$ cat src/rtl/router_rr_arbiter.sv
// rtl/router_rr_arbiter.sv - round-robin switch arbiter with per-output holding slots (optional stats: ROUTER_ARB_STATS_EN)
module router_rr_arbiter #(
  parameter int ADDR_WIDTH = 32,
  parameter int DATA_WIDTH = 32,
  parameter int NUM_PORTS  = 4,
  localparam int PW        = $clog2(NUM_PORTS)
) (
  input  logic                            clk,
  input  logic                            reset,
  input  logic [NUM_PORTS*ADDR_WIDTH-1:0] in_addr,
  input  logic [NUM_PORTS*DATA_WIDTH-1:0] in_data,
  input  logic [NUM_PORTS-1:0]            in_valid,
  output logic [NUM_PORTS-1:0]            in_ready,
  output logic [NUM_PORTS*DATA_WIDTH-1:0] out_data,
  output logic [NUM_PORTS-1:0]            out_valid,
  input  logic [NUM_PORTS-1:0]            out_ready,
  output logic [NUM_PORTS*PW-1:0]         out_src
`ifdef ROUTER_ARB_STATS_EN
  ,
  output logic [NUM_PORTS*16-1:0]         grant_count
`endif
);

  logic [PW-1:0]                 dest [NUM_PORTS];
  logic [PW-1:0]                 ptr_q [NUM_PORTS];
  logic [PW-1:0]                 ptr_d [NUM_PORTS];
  logic [PW-1:0]                 win_idx [NUM_PORTS];
  logic [NUM_PORTS-1:0]          win_found;
  logic [NUM_PORTS-1:0]          can_load;
  logic [NUM_PORTS-1:0]          grant;
  logic [PW-1:0]                 scan_idx;
  logic [NUM_PORTS-1:0]          out_valid_q, out_valid_d;
  logic [NUM_PORTS*DATA_WIDTH-1:0] out_data_q, out_data_d;
  logic [NUM_PORTS*PW-1:0]       out_src_q, out_src_d;

  // Only the low PW address bits select the destination; the rest are don't-care.
  logic unused_addr_bits;
  assign unused_addr_bits = ^in_addr;

  // Destination decode from the low address bits of each input.
  always_comb begin
    for (int i = 0; i < NUM_PORTS; i++) begin
      dest[i] = in_addr[i*ADDR_WIDTH +: PW];
    end
  end

  // Per-output round-robin scan starting at ptr; a grant needs a free (or draining) slot.
  always_comb begin
    scan_idx = '0;
    for (int o = 0; o < NUM_PORTS; o++) begin
      can_load[o]  = !out_valid_q[o] || out_ready[o];
      win_found[o] = 1'b0;
      win_idx[o]   = '0;
      for (int k = 0; k < NUM_PORTS; k++) begin
        scan_idx = ptr_q[o] + PW'(k);
        if (!win_found[o] && in_valid[scan_idx] && (dest[scan_idx] == PW'(o))) begin
          win_found[o] = 1'b1;
          win_idx[o]   = scan_idx;
        end
      end
      grant[o] = !reset && can_load[o] && win_found[o];
    end
  end

  // An input is ready when the output it targets granted it.
  always_comb begin
    in_ready = '0;
    for (int i = 0; i < NUM_PORTS; i++) begin
      for (int o = 0; o < NUM_PORTS; o++) begin
        if (grant[o] && (win_idx[o] == PW'(i))) begin
          in_ready[i] = 1'b1;
        end
      end
    end
  end

  // Slot next state: load on grant, empty on drain without refill, otherwise hold.
  always_comb begin
    out_valid_d = out_valid_q;
    out_data_d  = out_data_q;
    out_src_d   = out_src_q;
    ptr_d       = ptr_q;
    for (int o = 0; o < NUM_PORTS; o++) begin
      if (grant[o]) begin
        out_valid_d[o]                       = 1'b1;
        out_data_d[o*DATA_WIDTH +: DATA_WIDTH] = in_data[win_idx[o]*DATA_WIDTH +: DATA_WIDTH];
        out_src_d[o*PW +: PW]                = win_idx[o];
        ptr_d[o]                             = win_idx[o] + PW'(1);
      end else if (out_ready[o]) begin
        out_valid_d[o] = 1'b0;
      end
    end
  end

  // Slot and pointer registers.
  always_ff @(posedge clk) begin
    if (reset) begin
      out_valid_q <= '0;
      out_data_q  <= '0;
      out_src_q   <= '0;
      for (int o = 0; o < NUM_PORTS; o++) begin
        ptr_q[o] <= '0;
      end
    end else begin
      out_valid_q <= out_valid_d;
      out_data_q  <= out_data_d;
      out_src_q   <= out_src_d;
      ptr_q       <= ptr_d;
    end
  end

  assign out_valid = out_valid_q;
  assign out_data  = out_data_q;
  assign out_src   = out_src_q;

`ifdef ROUTER_ARB_STATS_EN
  logic [NUM_PORTS*16-1:0] grant_count_q, grant_count_d;

  // Saturating per-output grant counters.
  always_comb begin
    grant_count_d = grant_count_q;
    for (int o = 0; o < NUM_PORTS; o++) begin
      if (grant[o] && (grant_count_q[o*16 +: 16] != 16'hFFFF)) begin
        grant_count_d[o*16 +: 16] = grant_count_q[o*16 +: 16] + 16'd1;
      end
    end
  end

  // Counter register.
  always_ff @(posedge clk) begin
    if (reset) begin
      grant_count_q <= '0;
    end else begin
      grant_count_q <= grant_count_d;
    end
  end

  assign grant_count = grant_count_q;
`endif

endmodule

$ cat config.mk
export PLATFORM = sky130hd
export DESIGN_NAME = router_rr_arbiter
export DESIGN_NICKNAME = d
export VERILOG_FILES = /design/src/rtl/router_rr_arbiter.sv
export SDC_FILE = /design/constraint.sdc
export NUM_CORES = 1
export LEC_CHECK = 0
export ABC_AREA = 1
export ABC_CLOCK_PERIOD_IN_PS = 5200
export CORE_AREA = 2 2 159 161
export CTS_BUF_LIST = sky130_fd_sc_hd__clkbuf_2 sky130_fd_sc_hd__clkbuf_4 sky130_fd_sc_hd__clkbuf_8
export CTS_CLUSTER_DIAMETER = 60
export DETAILED_ROUTE_END_ITERATION = 12
export DIE_AREA = 0 0 161 163
export PLACE_DENSITY = 0.82
export SLEW_MARGIN = 40
export SYNTH_ARGS = -nofsm -noshare
export SYNTH_HDL_FRONTEND = slang
export SYNTH_SLANG_ARGS = --single-unit
$ cat constraint.sdc
create_clock -name clk -period 5.2 [get_ports clk]
set_input_delay 1.04 -clock clk [delete_from_list [all_inputs] [get_ports clk]]
set_output_delay 1.04 -clock clk [all_outputs]
set_load 0.02 [all_outputs]
==> results <==
[final cells by class]
cell class,count,area share (%)
Multi-Input combinational cell,1642,49.5
Inverter,120,3.05
Clock buffer,21,1.83
Tap cell,330,2.79
Timing Repair Buffer,330,21.6
Sequential cell,148,20.0
Clock inverter,11,1.17
[critical path: cells and delay by family]
family	cells	cell delay (ps)
compound gates	1	140
buf+inv	4	1500
simple gates	8	1170
[Yosys cell counts (2+ instances only)]
library cell / instances
nand2_1: 861
nand3_1: 561
dfxtp_1: 148
inv_1: 102
buf_2: 70
nor2_1: 59
a21oi_1: 55
buf_4: 42
o21ai_0: 20
clkbuf_1: 18
inv_2: 18
buf_6: 17
nand2_2: 17
o21ai_1: 16
nand3b_1: 10
nand4_1: 9
buf_1: 7
nor2_2: 6
ha_1: 4
nand3_2: 4
nor2_4: 4
o21ai_2: 4
a211oi_1: 2
a31oi_1: 2
[stage by stage]
stage          std cells  utilization [%]  cell area, um2  total power, mW
2_1_floorplan       2064                -           11600             7.53
3_3_place_gp        2570             58.2           14400             9.47
3_5_place_dp        2570             58.2           14400             9.65
4_1_cts             2602             60.0           14800             10.7
5_1_grt             2602             60.0           14800             11.7
6_report            2602             60.0           14800             10.9
[worst max path at each step]
| stage | start | end | cells past startpoint |
|---|---|---|---|
| 2_1_floorplan | in_addr[97] | in_ready[1] | 14 |
| 3_3_place_gp | in_valid[3] | in_ready[1] | 14 |
| 3_5_place_dp | in_valid[3] | in_ready[1] | 14 |
| 4_1_cts | in_valid[3] | in_ready[1] | 14 |
| 5_1_grt | in_valid[2] | in_ready[2] | 14 |
| 6_report | in_addr[32] | in_ready[2] | 13 |
[cells by family after synthesis]
| family | synth area share, % |
|---|---|
| AOI/OAI and AO/OA | 4.66 |
| DFF | 25.5 |
| xor gates and xnor gates | 0.215 |
| adders and majority gates | 0.430 |
| buffers and inverters | 12.0 |
| and+or+nand+nor | 57.2 |
[sequential cells by signal, summed over array words and instances, names as in the netlist]
name,cells
out_data,128
out_valid,4
ptr_q,8
out_src,8
[power breakdown]
part / internal [mW] / leakage [nW] / switching (mW)
combinational: 2.63 / 5.82 / 5.37
clock: 0.556 / 0.225 / 0.489
sequential: 1.54 / 1.21 / 0.302
[metal layers]
layer / GRT usage [%] / vias to the layer above / routed length [um]
met3: 7.26 / 211 / 5310
li1: - / 7057 / -
met4: 20.3 / 0 / 2470
met2: 53.7 / 1042 / 20000
met5: 0 / - / 0
met1: 40.7 / 6660 / 17200
==> impl_metrics.json <==
{
  "drt-vias-per-instance": 5.75,
  "period_share_pct": 93.9,
  "worst_slack_ps": 317,
  "insertedDiodeCount": 0,
  "post-dp-hpwl_um": 29500,
  "wl_per_cell_um": 17.3,
  "synthArstFlopShare_pct": 0,
  "fillCellCount": 2403,
  "drv_slew": 0,
  "drtIter0Drc": 1530,
  "timing_worst_slew_pin_value_ps": 788,
  "rsz0062_at_grt": "no",
  "hold_depth": 2,
  "cp.required_ps": 4160,
  "mostFrequentLayoutCell": "nand2_1",
  "insertion_delay_ps": 460,
  "antenna_found_initial": 1,
  "crit_chain": "clkdlybuf4s50_1 -> inv_1 -> a21oi_1 -> nor2_1 -> nand2_1 -> nand2_1 -> nor2_2 -> nand4_1 -> nand2_2 -> inv_1 -> nand3_1 -> nand4_1 -> clkdlybuf4s50_1",
  "peakVddDrop_mv": 0.448,
  "synth_top_area_share_pct": 27.8,
  "io_buffers": 289,
  "yosysSeqAreaShare_pct": 25.5,
  "hold_violations": 0,
  "synth.area.top_cells": "nand2_1 28%, dfxtp_1 25%, nand3_1 24%",
  "ios": 410,
  "setup_viol": 0,
  "worst_ep_arrival_time_ps": 3840,
  "h-tree-depth": 4,
  "status": "finished clean",
  "wirelength_um": 45000,
  "regArea_um2": 2960,
  "crit_path_end_kind": "output pin",
  "setup_tns_ps": 0,
  "grt_overflow": 0,
  "die-area_um2": 26200,
  "syn_to_final_growth_pct": 27.2,
  "p_leak_nw": 7.25,
  "critPathLaunchType": "input port",
  "synth_nets": 2334,
  "vias": 15000,
  "regToRegStartpoint": "ptr_q[2]",
  "cts.hold.buffers_added": 0,
  "cts_tree": "built",
  "power_density_nw_per_um2": 736,
  "finalClockSkew_ps": 20.4,
  "ant_nets": 0,
  "gp_congestion": 0.939,
  "clock-sinks": 148,
  "num_rows": 58,
  "r2r_cells": 16,
  "multi_input_area_um2": 7330,
  "grt_pass1_vias": 13500,
  "rr_endpoint": "out_data[88]",
  "place_ws_ps": 374,
  "whs_ps": 466,
  "drive_above_1_share_pct": 6.03,
  "cp_slowest_cell": "clkdlybuf4s50_1",
  "cts_resized": 0,
  "fmax_ghz": 0.205,
  "drc": 0,
  "yosys_register_bits": 148,
  "first_pass_iters": 8,
  "clockBufferDepth": 2,
  "maxCapViolCount": 0,
  "grt_pass1_wl_um": 70000,
  "yosys.area.top_type": "nand2_1",
  "die_h_um": 163,
  "cts_root_buf": "clkbuf_8",
  "relSlewSlack_pct": 47.5,
  "slowest_delay_ps": 640,
  "synth-edff-count": 0,
  "avgSynthCellArea_um2": 5.64,
  "crit_fanout": 5,
  "post_cts_buffers": 0,
  "grt_use_total_pct": 33.3,
  "worstSetupPathType": "input port to output pin",
  "initial_core_util_pct": 47.1,
  "netlist_area_um2": 11600,
  "grt_max_degree": 66,
  "min_to": "out_data[99]",
  "nNetsFinal": 2529,
  "ys_types": 32,
  "syn_inst": 2064,
  "clk_pin_slew_worst_paths_ps": 70,
  "hold_path_class": "flop to flop",
  "numCtsBuffers": 17,
  "regToRegSetupSlack_ps": 1860,
  "hp-start": "out_data[99]",
  "most-common-layout-cells": "856 x nand2_1, 560 x nand3_1, 288 x clkdlybuf4s50_1",
  "yosys_most_used_dff": "dfxtp_1",
  "synth_warnings": 0,
  "min_period_ps": 4880,
  "core_area_um2": 24700,
  "die_x_um": 161
}
Note: power is estimated with default switching activity, not from simulation.
